<file path="src/rtl/fetch_unit.sv">
// Instruction fetch stage: owns the PC, issues req/gnt word fetches and buffers responses in an in-order prefetch queue.
// Optional macro FETCH_PREDECODE_EN stores a predecoded immediate type per queue entry.
module fetch_unit #(
  parameter logic [31:0] RESET_PC = 32'h0000_0000,
  parameter int          DEPTH    = 4
) (
  input  logic        i_clk,
  input  logic        i_rst,
  output logic        o_imemReq,
  output logic [31:0] o_imemAddr,
  input  logic        i_imemGnt,
  input  logic        i_imemRvalid,
  input  logic [31:0] i_imemRdata,
  input  logic        i_redirect,
  input  logic [31:0] i_redirectPc,
  output logic        o_valid,
  output logic [31:0] o_inst,
  output logic [31:0] o_pc,
  input  logic        i_ready,
  output logic [2:0]  o_immType
);

  localparam int PTR_W = $clog2(DEPTH);
  localparam int CNT_W = PTR_W + 1;
  localparam logic [CNT_W-1:0] DEPTH_C = CNT_W'(DEPTH);

  logic [31:0]      r_fetchPc;
  logic [31:0]      r_respPc;
  logic [PTR_W-1:0] r_head;
  logic [PTR_W-1:0] r_tail;
  logic [CNT_W-1:0] r_count;
  logic [CNT_W-1:0] r_outstanding;
  logic [CNT_W-1:0] r_drop;
  logic [31:0]      r_instQ [DEPTH];
  logic [31:0]      r_pcQ   [DEPTH];

  logic             w_valid;
  logic             w_req;
  logic             w_grant;
  logic             w_push;
  logic             w_pop;
  logic [31:0]      w_redirPc;
  logic [CNT_W-1:0] w_inFlight;

  // Credit: in-flight requests plus buffered words never exceed the queue size.
  assign w_inFlight = r_outstanding + r_count;
  assign w_valid    = (r_count != '0);
  assign w_req      = !i_rst && !i_redirect && (w_inFlight < DEPTH_C);
  assign w_grant    = w_req && i_imemGnt;
  assign w_push     = i_imemRvalid && !i_redirect && (r_drop == '0);
  assign w_pop      = w_valid && i_ready && !i_redirect;
  assign w_redirPc  = {i_redirectPc[31:2], 2'b00};

  always_ff @(posedge i_clk or posedge i_rst) begin
    if (i_rst) begin
      r_fetchPc     <= RESET_PC;
      r_respPc      <= RESET_PC;
      r_head        <= '0;
      r_tail        <= '0;
      r_count       <= '0;
      r_outstanding <= '0;
      r_drop        <= '0;
    end else if (i_redirect) begin
      // Everything still in flight after this cycle's response is stale.
      r_fetchPc     <= w_redirPc;
      r_respPc      <= w_redirPc;
      r_head        <= '0;
      r_tail        <= '0;
      r_count       <= '0;
      r_outstanding <= r_outstanding - CNT_W'(i_imemRvalid);
      r_drop        <= r_outstanding - CNT_W'(i_imemRvalid);
    end else begin
      if (w_grant) r_fetchPc <= r_fetchPc + 32'd4;
      if (w_push) begin
        r_respPc <= r_respPc + 32'd4;
        r_tail   <= r_tail + PTR_W'(1);
      end
      if (w_pop) r_head <= r_head + PTR_W'(1);
      r_count       <= r_count + CNT_W'(w_push) - CNT_W'(w_pop);
      r_outstanding <= r_outstanding + CNT_W'(w_grant) - CNT_W'(i_imemRvalid);
      if (i_imemRvalid && (r_drop != '0)) r_drop <= r_drop - CNT_W'(1);
    end
  end

  always_ff @(posedge i_clk) begin
    if (w_push) begin
      r_instQ[r_tail] <= i_imemRdata;
      r_pcQ[r_tail]   <= r_respPc;
    end
  end

  assign o_imemReq  = w_req;
  assign o_imemAddr = r_fetchPc;
  assign o_valid    = w_valid;
  assign o_inst     = w_valid ? r_instQ[r_head] : 32'h0;
  assign o_pc       = w_valid ? r_pcQ[r_head] : RESET_PC;

`ifdef FETCH_PREDECODE_EN
  localparam logic [2:0] IMM_I = 3'd1;
  localparam logic [2:0] IMM_S = 3'd2;
  localparam logic [2:0] IMM_B = 3'd3;
  localparam logic [2:0] IMM_U = 3'd4;
  localparam logic [2:0] IMM_J = 3'd5;

  logic [2:0] r_immQ [DEPTH];

  function automatic logic [2:0] predecode(input logic [6:0] opcode);
    case (opcode)
      7'b0000011, 7'b0010011, 7'b1100111: predecode = IMM_I;
      7'b0100011:                         predecode = IMM_S;
      7'b1100011:                         predecode = IMM_B;
      7'b0110111, 7'b0010111:             predecode = IMM_U;
      7'b1101111:                         predecode = IMM_J;
      default:                            predecode = 3'b000;
    endcase
  endfunction

  always_ff @(posedge i_clk) begin
    if (w_push) r_immQ[r_tail] <= predecode(i_imemRdata[6:0]);
  end

  assign o_immType = w_valid ? r_immQ[r_head] : 3'b000;
`else
  assign o_immType = 3'b000;
`endif

`ifndef SYNTHESIS
  // A response may only land in a full queue if the head leaves the same cycle.
  assert property (@(posedge i_clk) disable iff (i_rst)
    w_push |-> ((r_count != DEPTH_C) || w_pop));
  assert property (@(posedge i_clk) disable iff (i_rst)
    i_imemRvalid |-> (r_outstanding != '0));
`endif

endmodule
</file>
<file path="config.mk">
export PLATFORM = sky130hd
export DESIGN_NAME = fetch_unit
export DESIGN_NICKNAME = d
export VERILOG_FILES = /design/src/rtl/fetch_unit.sv
export SDC_FILE = /design/constraint.sdc
export NUM_CORES = 1
export LEC_CHECK = 0
export BUFFER_PORTS_ARGS = -buffer_cell sky130_fd_sc_hd__buf_2
export CORE_MARGIN = 2
export CORE_UTILIZATION = 57
export DETAILED_ROUTE_END_ITERATION = 6
export PLACE_DENSITY = 0.87
export SETUP_SLACK_MARGIN = 0.5
export SYNTH_ARGS = -nofsm -noshare
export SYNTH_HDL_FRONTEND = slang
export SYNTH_SLANG_ARGS = --single-unit
export TNS_END_PERCENT = 20
</file>
<file path="constraint.sdc">
create_clock -name i_clk -period 4.49 [get_ports i_clk]
set_clock_uncertainty 0.05 [all_clocks]
set_input_delay 0.2245 -clock i_clk [delete_from_list [all_inputs] [get_ports i_clk]]
set_output_delay 0.2245 -clock i_clk [all_outputs]
set_load 0.02 [all_outputs]
</file>
==> reports/metrics.yaml <==
cts_buffers: 31
drive_above_1_share_pct: 29.9
crit_type: "reg2reg"
min_path_type: "in2reg"
yosysTopAreaCell: "edfxtp_1"
worst_setup_path_start_kind: "flip-flop"
worst_slew_pin_slew_ns: 1.05
power.total_mw: 8.71
whs_path_depth: 3
routedWlPerCell_um: 19.9
core_area_mm2: 0.0235
via_per_inst: 5.76
cp_slowest_cell: "xnor2_2"
dieArea_mm2: 0.0253
relSlewSlack_pct: 29.6
ys_top_cells_by_count: "edfxtp_1, dfrtp_1, and2_1, mux4_2, nand3_1"
syn_to_final_growth_pct: 19.5
maxCapViolCount: 0
die_w_um: 159
worstHoldEndpoint: "o_imemAddr[28]$_DFFE_PP0N_"
ff2ff_path_depth: 11
n_fill_cell: 1531
p_int_mw: 5.96
min_from: "i_redirectPc[28]"
start_util_pct: 58.3
dp.cells: 1288
pin_count: 171
crit_path_end_kind: "flip-flop"
cts_setup_buffers: 0
cp_common_cell: "ha_1"
drt_iter0_markers: 560
num_vias: 8056
syn_avg_cell_area_um2: 16.4
synth_cells: 835
reg2reg_from: "r_count[1]$_DFF_PP0_"
cp.arrival_ns: 3.68
synthTopCellsByArea: "edfxtp_1, dfrtp_1, mux4_2"
clk_latency_ns: 0.55
clock-sinks: 321
synth_edf_count: 248
ys_types: 46
p_per_area_mw_per_mm2: 531
gr-total-overflow: 0
power.share.sequential_pct: 42.2
synth_top_cell_area_share_pct: 54.3
cts_buffer_depth: 3
clk_pin_slew_worst_paths_ns: 0.06
track_usage_pct: 22.0
reg2reg_to: "r_outstanding[2]$_DFF_PP0_"
syn_area_mm2: 0.0137
ys_ff_latch: 321
grt_pass1_vias: 8362
async_flop_share_pct: 22.7
r2r_slack_ns: 1.23
p_comb_share_pct: 28.1
cts.htree.levels: 1
routed_wl_um: 27800
drc: 0
rsz0062_at_grt: "no"
drv_slew: 0
outcome: "complete, no violations"
port_buffers: 161
ant_nets: 0
worstPathCellList: "ha_1, a31oi_1, xnor2_2, nand3_1, ha_1, inv_1, ha_1, fa_1, xor2_1, o21ai_0, xor2_1"
setup_viol: 0
ys_seq_area_share_pct: 67.6
hpwl_um: 16700
required_ns: 4.91
ir_drop_uv: 526
stdcell_count: 1399
die-height_um: 159
cts_tree: "built"
cp_max_fo: 16
p_leak_nw: 5.98
post-route-period-util_pct: 72.6
synthFlopType: "edfxtp_1"
p_sw_share_pct: 31.6
tns_ns: 0
antennaDiodeCount: 0
p_clk_share_pct: 29.7
finalCriticalPeriod_ns: 3.26
grt_first_pass_wirelength_um: 44200
gp_congestion: 0.905
grt_max_degree: 66
p_switching_mw: 2.75
hold_viol: 0
num_rows: 56
cts_root_buf: "clkbuf_16"
fin_nets: 1143
slowest_delay_ns: 0.62
drtPass1Iterations: 5
max_freq_mhz: 307
antenna_found_initial: 0
synth_warnings: 0
yosysMostFrequentCell: "edfxtp_1"
[metrics by stage]
stage	hold WS [ns]	utilization, %	setup WS (ns)	area (um^2)
floorplan	0.273	-	1.43	13700
global placement	0.388	63.0	1.35	14800
finish	0.0260	69.7	1.23	16400
global route	0.0254	69.7	1.04	16400
detailed placement	0.392	63.0	1.30	14800
CTS	0.00247	69.7	1.24	16400
[cell families (layout without fill, tap and decap cells)]
family,count (synthesis),count (layout),share of synthesized area (%)
other,1,7,0.0273
xor gates and xnor gates,54,54,3.50
AOI/OAI and AO/OA,62,62,3.18
adders and majority gates,17,17,1.66
buffers and inverters,61,300,1.98
DFF,321,321,67.6
muxes,89,89,12.4
and+or+nand+nor,230,230,9.68
[routing by layer]
metal | global-route usage (%) | share of wire, %
met1 | 29.8 | 41
met2 | 38.2 | 50
met3 | 3.28 | 6.4
met4 | 5.37 | 2.2
met5 | 0 | 0
[worst max-delay path by stage]
stage / start / end / slack, ns / depth (start not counted)
2_1_floorplan: r_count[1]$_DFF_PP0_ / r_outstanding[2]$_DFF_PP0_ / 1.43 / 12
3_3_place_gp: r_count[1]$_DFF_PP0_ / r_outstanding[2]$_DFF_PP0_ / 1.35 / 11
3_5_place_dp: r_count[1]$_DFF_PP0_ / r_outstanding[2]$_DFF_PP0_ / 1.30 / 11
4_1_cts: r_count[1]$_DFF_PP0_ / r_outstanding[2]$_DFF_PP0_ / 1.24 / 11
5_1_grt: r_count[1]$_DFF_PP0_ / r_outstanding[2]$_DFF_PP0_ / 1.04 / 11
6_report: r_count[1]$_DFF_PP0_ / r_outstanding[2]$_DFF_PP0_ / 1.23 / 11
[layout make-up]
cell class | count | area, um^2 | area share (%)
clock buffers | 36 | 805 | 4.91
multi-input cells | 459 | 4200 | 25.6
flip-flops and latches | 321 | 9280 | 56.6
repair buffers | 226 | 1430 | 8.71
clock inverters | 21 | 219 | 1.34
inverters | 17 | 63.8 | 0.389
well taps | 319 | 399 | 2.43
[registers in the layout (all words and copies together) (netlist names)]
signal         flops
o_imemAddr        30
r_count            3
r_drop             3
r_head             2
r_instQ          128
r_outstanding      3
r_pcQ            120
r_respPc          30
r_tail             2
[critical path: cells and delay by family (launching register included)]
kind / cells / cell delay (ns)
flip-flops: 1 / 0.46
buffers and inverters: 1 / 0.04
XOR/XNOR: 3 / 0.93
AND/OR/NAND/NOR: 1 / 0.16
adder cells (fa/ha/maj): 4 / 1.19
AO/OA/AOI/OAI: 2 / 0.36
[cell usage in the layout (no fill, tap or decap), types with 5 or more instances in the layout]
cell,n
xnor2_1,28
and2_1,65
clkinv_2,7
conb_1,7
a21oi_1,8
nor4_1,7
dlygate4sd3_1,54
a31oi_1,5
a21boi_0,14
mux4_2,62
o21ai_0,10
xor2_1,25
clkbuf_16,31
inv_1,15
nor3_1,14
edfxtp_1,248
nand2_1,26
ha_1,15
buf_2,161
nor2_1,23
o31a_1,17
nand2b_1,17
buf_4,11
dfrtp_1,71
mux2_2,24
nand3_1,31
and3_1,10
nand4_1,11
o21a_1,7
[power by group through the flow]
| stage | clock (mW) | combinational [mW] | sequential (mW) |
|---|---|---|---|
| 2_1_floorplan | 0 | 1.76 | 3.63 |
| 3_3_place_gp | 0 | 2.36 | 3.71 |
| 3_5_place_dp | 0 | 2.41 | 3.73 |
| 4_1_cts | 2.63 | 2.47 | 3.67 |
| 5_1_grt | 2.74 | 2.64 | 3.70 |
| 6_report | 2.59 | 2.45 | 3.67 |
[timing repair]
item | in CTS | in global routing
gates resized for setup | 0 | 0
hold endpoints to repair | 217 | 0
hold buffers | 54 | 0
(Power assumes the default switching activity.)
